--- config.mk ---
export PLATFORM = sky130hd
export DESIGN_NAME = reg_op_sequencer
export DESIGN_NICKNAME = d
export VERILOG_FILES = /design/src/rtl/regop_pkg.sv /design/src/rtl/reg_op_sequencer.sv
export SDC_FILE = /design/constraint.sdc
export NUM_CORES = 1
export LEC_CHECK = 0
export BUFFER_PORTS_ARGS = -buffer_cell sky130_fd_sc_hd__buf_2
export CAP_MARGIN = 20
export CORE_UTILIZATION = 49
export DETAILED_ROUTE_END_ITERATION = 16
export PLACE_DENSITY_LB_ADDON = 0.15
export SLEW_MARGIN = 40
export SYNTH_ARGS = -nofsm -noshare
export SYNTH_HDL_FRONTEND = slang
export SYNTH_SLANG_ARGS = --single-unit
--- constraint.sdc ---
create_clock -name Clock -period 2.6 [get_ports Clock]
set_input_delay 0.52 -clock Clock [delete_from_list [all_inputs] [get_ports Clock]]
set_output_delay 0.52 -clock Clock [all_outputs]
set_load 0.1 [all_outputs]
--- src/rtl/regop_pkg.sv ---
`default_nettype none
// ============================================================================
// Module      : regop_pkg
// Description : Shared encodings for the register-operation sequencer:
//               target-register function selects and FSM states.
// Revision    : 1.0  initial release
// ============================================================================
package regop_pkg;

  // Target-register function select; also the command opcode.
  typedef enum logic [1:0] {
    OP_DEC   = 2'b00,
    OP_INC   = 2'b01,
    OP_LOAD  = 2'b10,
    OP_CLEAR = 2'b11
  } op_e;

  // Sequencer states.
  typedef enum logic [1:0] {
    ST_IDLE  = 2'b00,
    ST_ISSUE = 2'b01,
    ST_DONE  = 2'b10
  } state_e;

endpackage
`default_nettype wire

--- src/rtl/reg_op_sequencer.sv ---
`default_nettype none
// ============================================================================
// Module      : reg_op_sequencer
// Description : Accepts LOAD/CLEAR/INC/DEC commands and issues them to an
//               external target register as registered E/FunSel/I strobes.
//               INC/DEC repeat N times (abortable); a shadow copy of the
//               target register is kept alongside.
// Revision    : 1.0  initial release
// ============================================================================
module reg_op_sequencer
  import regop_pkg::*;
#(
  parameter int WIDTH = 16,
  parameter int CNT_W = 8
) (
  input  logic             Clock,
  input  logic             Reset,
  input  logic             CmdValid,
  output logic             CmdReady,
  input  logic [1:0]       CmdOp,
  input  logic [WIDTH-1:0] CmdData,
  input  logic [CNT_W-1:0] CmdCount,
  input  logic             Abort,
  output logic             E,
  output logic [1:0]       FunSel,
  output logic [WIDTH-1:0] I,
  output logic             Busy,
  output logic             Done,
  output logic [WIDTH-1:0] Shadow,
  output logic             ShadowValid
);

  state_e           r_state;
  state_e           w_state_nxt;
  logic             r_e;
  logic             w_e_nxt;
  logic [1:0]       r_funsel;
  logic [1:0]       w_funsel_nxt;
  logic [WIDTH-1:0] r_i;
  logic [WIDTH-1:0] w_i_nxt;
  // Number of E cycles still to issue after the current one.
  logic [CNT_W-1:0] r_cnt;
  logic [CNT_W-1:0] w_cnt_nxt;
  logic [WIDTH-1:0] r_shadow;
  logic             r_shadow_valid;
  op_e              w_op;

  assign w_op = op_e'(CmdOp);

  // State, strobe and counter registers.
  always_ff @(posedge Clock or negedge Reset) begin
    if (!Reset) begin
      r_state  <= ST_IDLE;
      r_e      <= 1'b0;
      r_funsel <= 2'b00;
      r_i      <= '0;
      r_cnt    <= '0;
    end else begin
      r_state  <= w_state_nxt;
      r_e      <= w_e_nxt;
      r_funsel <= w_funsel_nxt;
      r_i      <= w_i_nxt;
      r_cnt    <= w_cnt_nxt;
    end
  end

  // Next state and next strobe values; strobes default to the idle pattern.
  always_comb begin
    w_state_nxt  = r_state;
    w_e_nxt      = 1'b0;
    w_funsel_nxt = 2'b00;
    w_i_nxt      = '0;
    w_cnt_nxt    = r_cnt;
    case (r_state)
      ST_IDLE: begin
        if (CmdValid) begin
          if (w_op == OP_LOAD || w_op == OP_CLEAR) begin
            w_state_nxt  = ST_ISSUE;
            w_e_nxt      = 1'b1;
            w_funsel_nxt = w_op;
            w_i_nxt      = (w_op == OP_LOAD) ? CmdData : '0;
            w_cnt_nxt    = '0;
          end else if (CmdCount == '0) begin
            // Zero-length burst: nothing to issue, report completion at once.
            w_state_nxt = ST_DONE;
            w_cnt_nxt   = '0;
          end else begin
            w_state_nxt  = ST_ISSUE;
            w_e_nxt      = 1'b1;
            w_funsel_nxt = w_op;
            w_cnt_nxt    = CmdCount - CNT_W'(1);
          end
        end
      end
      ST_ISSUE: begin
        // The E cycle in progress always completes; abort only stops further ones.
        if (Abort || r_cnt == '0) begin
          w_state_nxt = ST_DONE;
          w_cnt_nxt   = '0;
        end else begin
          w_e_nxt      = 1'b1;
          w_funsel_nxt = r_funsel;
          w_i_nxt      = r_i;
          w_cnt_nxt    = r_cnt - CNT_W'(1);
        end
      end
      ST_DONE: begin
        w_state_nxt = ST_IDLE;
      end
      default: begin
        w_state_nxt = ST_IDLE;
        w_cnt_nxt   = '0;
      end
    endcase
  end

  // Shadow copy follows the target register on every edge it samples E=1.
  always_ff @(posedge Clock or negedge Reset) begin
    if (!Reset) begin
      r_shadow       <= '0;
      r_shadow_valid <= 1'b0;
    end else if (r_e) begin
      case (r_funsel)
        OP_LOAD: begin
          r_shadow       <= r_i;
          r_shadow_valid <= 1'b1;
        end
        OP_CLEAR: begin
          r_shadow       <= '0;
          r_shadow_valid <= 1'b1;
        end
        OP_INC: if (r_shadow_valid) r_shadow <= r_shadow + WIDTH'(1);
        default: if (r_shadow_valid) r_shadow <= r_shadow - WIDTH'(1);
      endcase
    end
  end

  assign E           = r_e;
  assign FunSel      = r_funsel;
  assign I           = r_i;
  assign CmdReady    = (r_state == ST_IDLE);
  assign Busy        = (r_state != ST_IDLE);
  assign Done        = (r_state == ST_DONE);
  assign Shadow      = r_shadow;
  assign ShadowValid = r_shadow_valid;

endmodule
`default_nettype wire

==> results.md, run 1 <==
* CP cell instances: inv_8 > nand2_8 > ha_1 > a211oi_2 > o21ai_2 > o211a_1 > or3_1 > a32oi_1 > o21ai_0
* Initial antenna violation count at 0
* Core box area at 5642 sq um
* 1st-pass router iterations at 5
* Cell Area, Synth at 2949 sq um
* Max cap viols at 0
* CP Capture Point: Shadow[11]$_DFFE_PN0P_
* Ports at 69
* Synth unique cells at 48
* Status: finished clean
* EDFF count, synth at 0
* Setup WS pre-CTS at 0.1004 ns
* Min-Delay Path Class: in2async
* Initial core utilization at 0.5227
* WP data arrival at 2.69 ns
* Syn Nets at 375
* All-Layer GR Usage at 0.2482
* Family with the most delay on the worst path: compound AO/OA/AOI/OAI gates
* R2R Setup Slk at 0.08 ns
* H-tree levels at 2
* Routability cong. at 0.8302
* Relative slew slack at 0.6352
* WL/cell at 15.85 microns
* Drt via density at 5.833
* # rows at 27
* Reg clk slew, reported paths at 0.10 ns
* Die width at 79.58 microns
* Total number of vias at 2724
* CTS sink cnt at 46
* Worst Setup SP: FunSel[1]$_DFFE_PN0P_
* DRC violation count after routing at 0
* Syn Inst Count at 324
* Synth top area share at 0.3903
* Clock Latency Late Sink at 0.31 ns
* # setup viols final at 0
* Final core occ at 0.6378
* Crit. path cell count at 9
* Die H at 79.58 microns
* Starting DRT DRC Count at 130
* Ys flop type: dfrtp_1
* Post-synth top cells: 46 x dfrtp_1, 37 x nand2_1, 31 x o21ai_0
* RR Startpoint: FunSel[1]$_DFFE_PN0P_
* Pins over their slew limit at 0
* Period utilization at 0.9687
* Clock skew at 0.01349 ns
* DRT Wirelength at 7403 microns
* Area of the multi-input gates at 1779 sq um
* Ant. Diodes at 0
* R2R cell count at 9
* DIE AREA at 6333 sq um
* Design area at 3598 sq um
* Root Driver: clkbuf_8
* Layout cell share with drive strength beyond 1 at 0.2709
* Largest cells by area after synthesis: dfrtp_1 39%, ha_1 8.5%, a22o_1 6.5%
* TritonCTS clock tree: yes
* Crit Path Max Fanout at 19
* Total clock buffers created by CTS at 5
* Maximum buffer depth of the clock tree at 2
* Worst slew pin tran at 0.5473 ns
* Cts repair resizes at 0
* Unrepaired setup endpoints after global routing: true
* Synth warn at 0
* Vias in the first global route at 2480
* Final worst slack at 0.08130 ns
* Fmax at 397.0 MHz
* Element type at the critical path end: flop
* Buffers & Inverters on Critical Path at 1
* Slowest CP cell: dfrtp_4
* First-pass GRT wire length at 12050 microns
* # fillers at 500
* HPWL Detailed at 5622 microns
* Register area at 1160 sq um
* Critical path class: reg2reg
* Flops & latches, synth at 46
* Post-DP Area at 3472 sq um
* Async SR Flop Fraction at 1.000
* Final min period at 2.519 ns
* Synthesis-to-layout area growth at 22.02%
* Post-synth top area cell: dfrtp_1
* Most common cell in the netlist: dfrtp_1
* Synth Area per Inst at 9.102 sq um
* Antenna-violating nets left at 0
* Post-CTS Setup Bufs at 0
* Post-synthesis sequential area ratio at 0.3903
* # hold bufs at CTS at 0
* Gr ovfl total at 0
* Setup crit start kind: flop
* Port Buffers at 68
* Reg-to-reg endpoint: Shadow[11]$_DFFE_PN0P_
* Critical Path Max Stage Delay at 0.52 ns
* Largest net degree at the start of global routing at 25
* Final hold violations at 0
* Fin nets at 445
* Critical Path RT at 2.78 ns
==> routing by layer <==
layer | up-vias | GRT usage | routed length [microns]
li1 | 1355 | - | -
met1 | 1301 | 0.3663 | 3783
met2 | 63 | 0.3692 | 3250
met3 | 5 | 0.04229 | 303
met4 | 0 | 0.07273 | 65
met5 | - | 0 | 0
==> kinds of logic (layout without fill, tap and decap cells) <==
logic type,Yosys count,after routing,synth area share
AO/OA/AOI/OAI,122,122,0.2855
multiplexers,2,2,0.007212
adder cells (fa/ha/maj),21,21,0.09164
flip-flops,46,46,0.3903
AND/OR/NAND/NOR,90,90,0.1392
XOR/XNOR,17,17,0.05049
buffers and inverters,26,97,0.03564
==> metrics by stage <==
| step | instances | TNS [ns] | hold WS, ns |
|---|---|---|---|
| after floorplan | 324 | -0.05045 | 0.2244 |
| after global placement | 459 | 0 | 0.4857 |
| after detailed placement | 459 | 0 | 0.4887 |
| after CTS | 467 | 0 | 0.2008 |
| after global routing | 467 | -0.03971 | 0.2235 |
| final | 467 | 0 | 0.1836 |
==> worst min-delay path by stage <==
| stage | cells past startpoint | slack (ns) | end |
|---|---|---|---|
| 6_report | 1 | 0.18 | I[2]$_DFFE_PN0P_ |
| 5_1_grt | 1 | 0.22 | I[2]$_DFFE_PN0P_ |
| 4_1_cts | 1 | 0.20 | I[2]$_DFFE_PN0P_ |
| 3_5_place_dp | 1 | 0.49 | r_cnt[3]$_DFFE_PN0P_ |
| 3_3_place_gp | 1 | 0.49 | r_cnt[3]$_DFFE_PN0P_ |
| 2_1_floorplan | 0 | 0.22 | E$_DFF_PN0_ |
==> cell type report <==
cell class                 count  share of cell area
timing repair buffer          78              0.1189
tap                           72             0.02503
clock buffer                   5             0.01912
multi-input combinational    252              0.4944
clock inverter                 3            0.006606
sequential                    46              0.3223
inverter                      11             0.01356
==> worst register-to-register path: stages (launching register included) <==
cell and delay [ns]:
dfrtp_4 0.52, inv_8 0.12, nand2_8 0.15, ha_1 0.36, a211oi_2 0.26, o21ai_2 0.13, o211a_1 0.23, or3_1 0.31
a32oi_1 0.21, o21ai_0 0.11
==> cell usage in the layout, fill, tap and decap left out, drive strengths merged, types with 2 or more instances in the layout <==
master / count
clkinvlp: 2
nand2: 37
ha: 20
a31oi: 2
inv: 12
a21oi: 18
or3: 2
o22ai: 5
nor4: 2
o41a: 2
a211oi: 2
xnor2: 9
clkbuf: 5
o21ai: 34
o221ai: 4
a22o: 22
nor2: 24
buf: 78
a21o: 11
o2111ai: 2
a22oi: 8
o21a: 3
xor2: 8
nor2b: 2
nand3: 8
dfrtp: 46
nor3: 7
nor4b: 2
==> flip-flops by register name, indices dropped and copies added (netlist names) <==
name and cells:
FunSel 2, r_cnt 8, ShadowValid 1, r_state 2, Shadow 16, E 1
I 16
Power of run 1 is left out: the tool's default activity adds up to more than one toggle a clock period on the data nets, which glitch-free logic cannot reach.
==> run 2: changes to the inputs <==
--- a/config.mk
+++ b/config.mk
@@ -5,9 +5,11 @@
 export SDC_FILE = /design/constraint.sdc
 export NUM_CORES = 1
 export LEC_CHECK = 0
-export BUFFER_PORTS_ARGS = -buffer_cell sky130_fd_sc_hd__buf_2
+export ABC_CLOCK_PERIOD_IN_PS = 2600
+export BUFFER_PORTS_ARGS = -buffer_cell sky130_fd_sc_hd__buf_4
 export CAP_MARGIN = 20
 export CORE_UTILIZATION = 49
+export CTS_CLUSTER_SIZE = 25
 export DETAILED_ROUTE_END_ITERATION = 16
 export PLACE_DENSITY_LB_ADDON = 0.15
 export SLEW_MARGIN = 40
==> results.md, run 2 (synthesis results as in run 1) <==
* DRC violation count after routing at 0
* Gr ovfl total at 0
* Clock skew at 0.008066 ns
* Crit Path Max Fanout at 18
* Setup crit start kind: flop
* Critical Path Max Stage Delay at 0.51 ns
* Die H at 79.58 microns
* Routability cong. at 0.8868
* Total clock buffers created by CTS at 5
* Element type at the critical path end: flop
* Reg clk slew, reported paths at 0.09 ns
* Commonest non-fill, non-tap cells in the layout: 79 x buf_4, 41 x dfrtp_1, 36 x nand2_1
* HPWL Detailed at 5498 microns
* Antenna-violating nets left at 0
* Maximum buffer depth of the clock tree at 2
* Port Buffers at 68
* DRT Wirelength at 7428 microns
* # setup viols final at 0
* First-pass GRT wire length at 12410 microns
* # fillers at 472
* CP cell instances: inv_8 > nand2_8 > ha_1 > a211oi_2 > o21ai_2 > o211a_1 > or3_1 > a32oi_1 > o21ai_0
* Synthesis-to-layout area growth at 27.62%
* Min-Delay Path Class: in2async
* Commonest non-fill, non-tap cell in the layout: buf_4
* Root Driver: clkbuf_8
* Worst slew pin tran at 0.7063 ns
* Ant. Diodes at 0
* Drt via density at 5.910
* Total number of vias at 2766
* R2R cell count at 9
* Critical Path RT at 2.78 ns
* Initial antenna violation count at 0
* Core box area at 5642 sq um
* Ports at 69
* Fmax at 403.6 MHz
* DIE AREA at 6333 sq um
* Register area at 1160 sq um
* Final min period at 2.478 ns
* Placed Instances at 457
* Pins over their slew limit at 0
* Fin cells at 468
* Slowest CP cell: dfrtp_4
* Critical path class: reg2reg
* Fin nets at 446
* Die width at 79.58 microns
* Period utilization at 0.9530
* # rows at 27
* Relative slew slack at 0.5240
* Initial core utilization at 0.5227
* Max cap viols at 0
* All-Layer GR Usage at 0.2506
* WL/cell at 15.87 microns
* Vias in the first global route at 2591
* 1st-pass router iterations at 5
* Largest net degree at the start of global routing at 47
* Starting DRT DRC Count at 168
* Status: finished clean
* TritonCTS clock tree: yes
* # hold bufs at CTS at 0
* H-tree levels at 2
* Area of the multi-input gates at 1779 sq um
* Final hold violations at 0
* CTS sink cnt at 46
* WP data arrival at 2.66 ns
* Layout cell share with drive strength beyond 1 at 0.2727
* Clock Latency Late Sink at 0.31 ns
-- run 2: changes by cell type in the layout (fill, tap and decap cells not counted) --
cell	previous run	this run
buf_4	9	79
buf_12	1	0
buf_2	68	0
-- run 2: cell type report --
class / instances / area share
multi-input combinational: 252 / 0.4727
sequential: 46 / 0.3082
timing repair buffer: 79 / 0.1576
tap: 72 / 0.02394
clock buffer: 5 / 0.01828
inverter: 11 / 0.01297
clock inverter: 3 / 0.006316
-- run 2: per-stage QoR --
stage	TNS (ns)	util	instance area (sq um)	setup slack [ns]	hold WS, ns
finish	0	0.6671	3764	0.1223	0.2010
global route	-0.01887	0.6671	3764	-0.01887	0.2417
CTS	0	0.6571	3707	0.08625	0.2255
detailed placement	0	0.6407	3615	0.09625	0.4919
global placement	0	0.6407	3615	0.1293	0.4882
floorplan	-0.05045	-	3030	-0.05045	0.2244
-- run 2: worst max-delay path: cells and delay by family, from the launching register on --
kind / cells / cell delay, ns
adders and majority gates: 1 / 0.34
DFF: 1 / 0.51
AOI/OAI and AO/OA: 5 / 0.94
and+or+nand+nor: 2 / 0.44
buffers and inverters: 1 / 0.12
-- run 2: what timing repair did --
action / 4_1_cts / 5_1_grt
setup endpoints to repair: 0 / 4
setup buffers: 0 / 3
gates resized for setup: 0 / 4
-- run 2: layer usage --
metal / track usage / vias up / share of wire / routed length, microns
met5: 0 / - / 0 / 0
met4: 0.05455 / 0 / 0.0085 / 63
met3: 0.04229 / 10 / 0.061 / 451
met2: 0.3889 / 105 / 0.46 / 3402
met1: 0.3632 / 1308 / 0.47 / 3509
li1: - / 1343 / - / -
-- run 2: path summary, 6_finish.rpt --
kind | from | end | slack [ns]
worst max register to register | FunSel[1]$_DFFE_PN0P_ | Shadow[11]$_DFFE_PN0P_ | 0.12
worst max-delay path | FunSel[1]$_DFFE_PN0P_ | Shadow[11]$_DFFE_PN0P_ | 0.12
max in group asynchronous | Reset | FunSel[1]$_DFFE_PN0P_ | 1.96
min in group Clock | CmdData[2] | I[2]$_DFFE_PN0P_ | 0.42
worst min-delay path | Reset | I[2]$_DFFE_PN0P_ | 0.20
worst min register to register | r_cnt[3]$_DFFE_PN0P_ | r_cnt[3]$_DFFE_PN0P_ | 0.52
Power of run 2 is left out for the same reason.
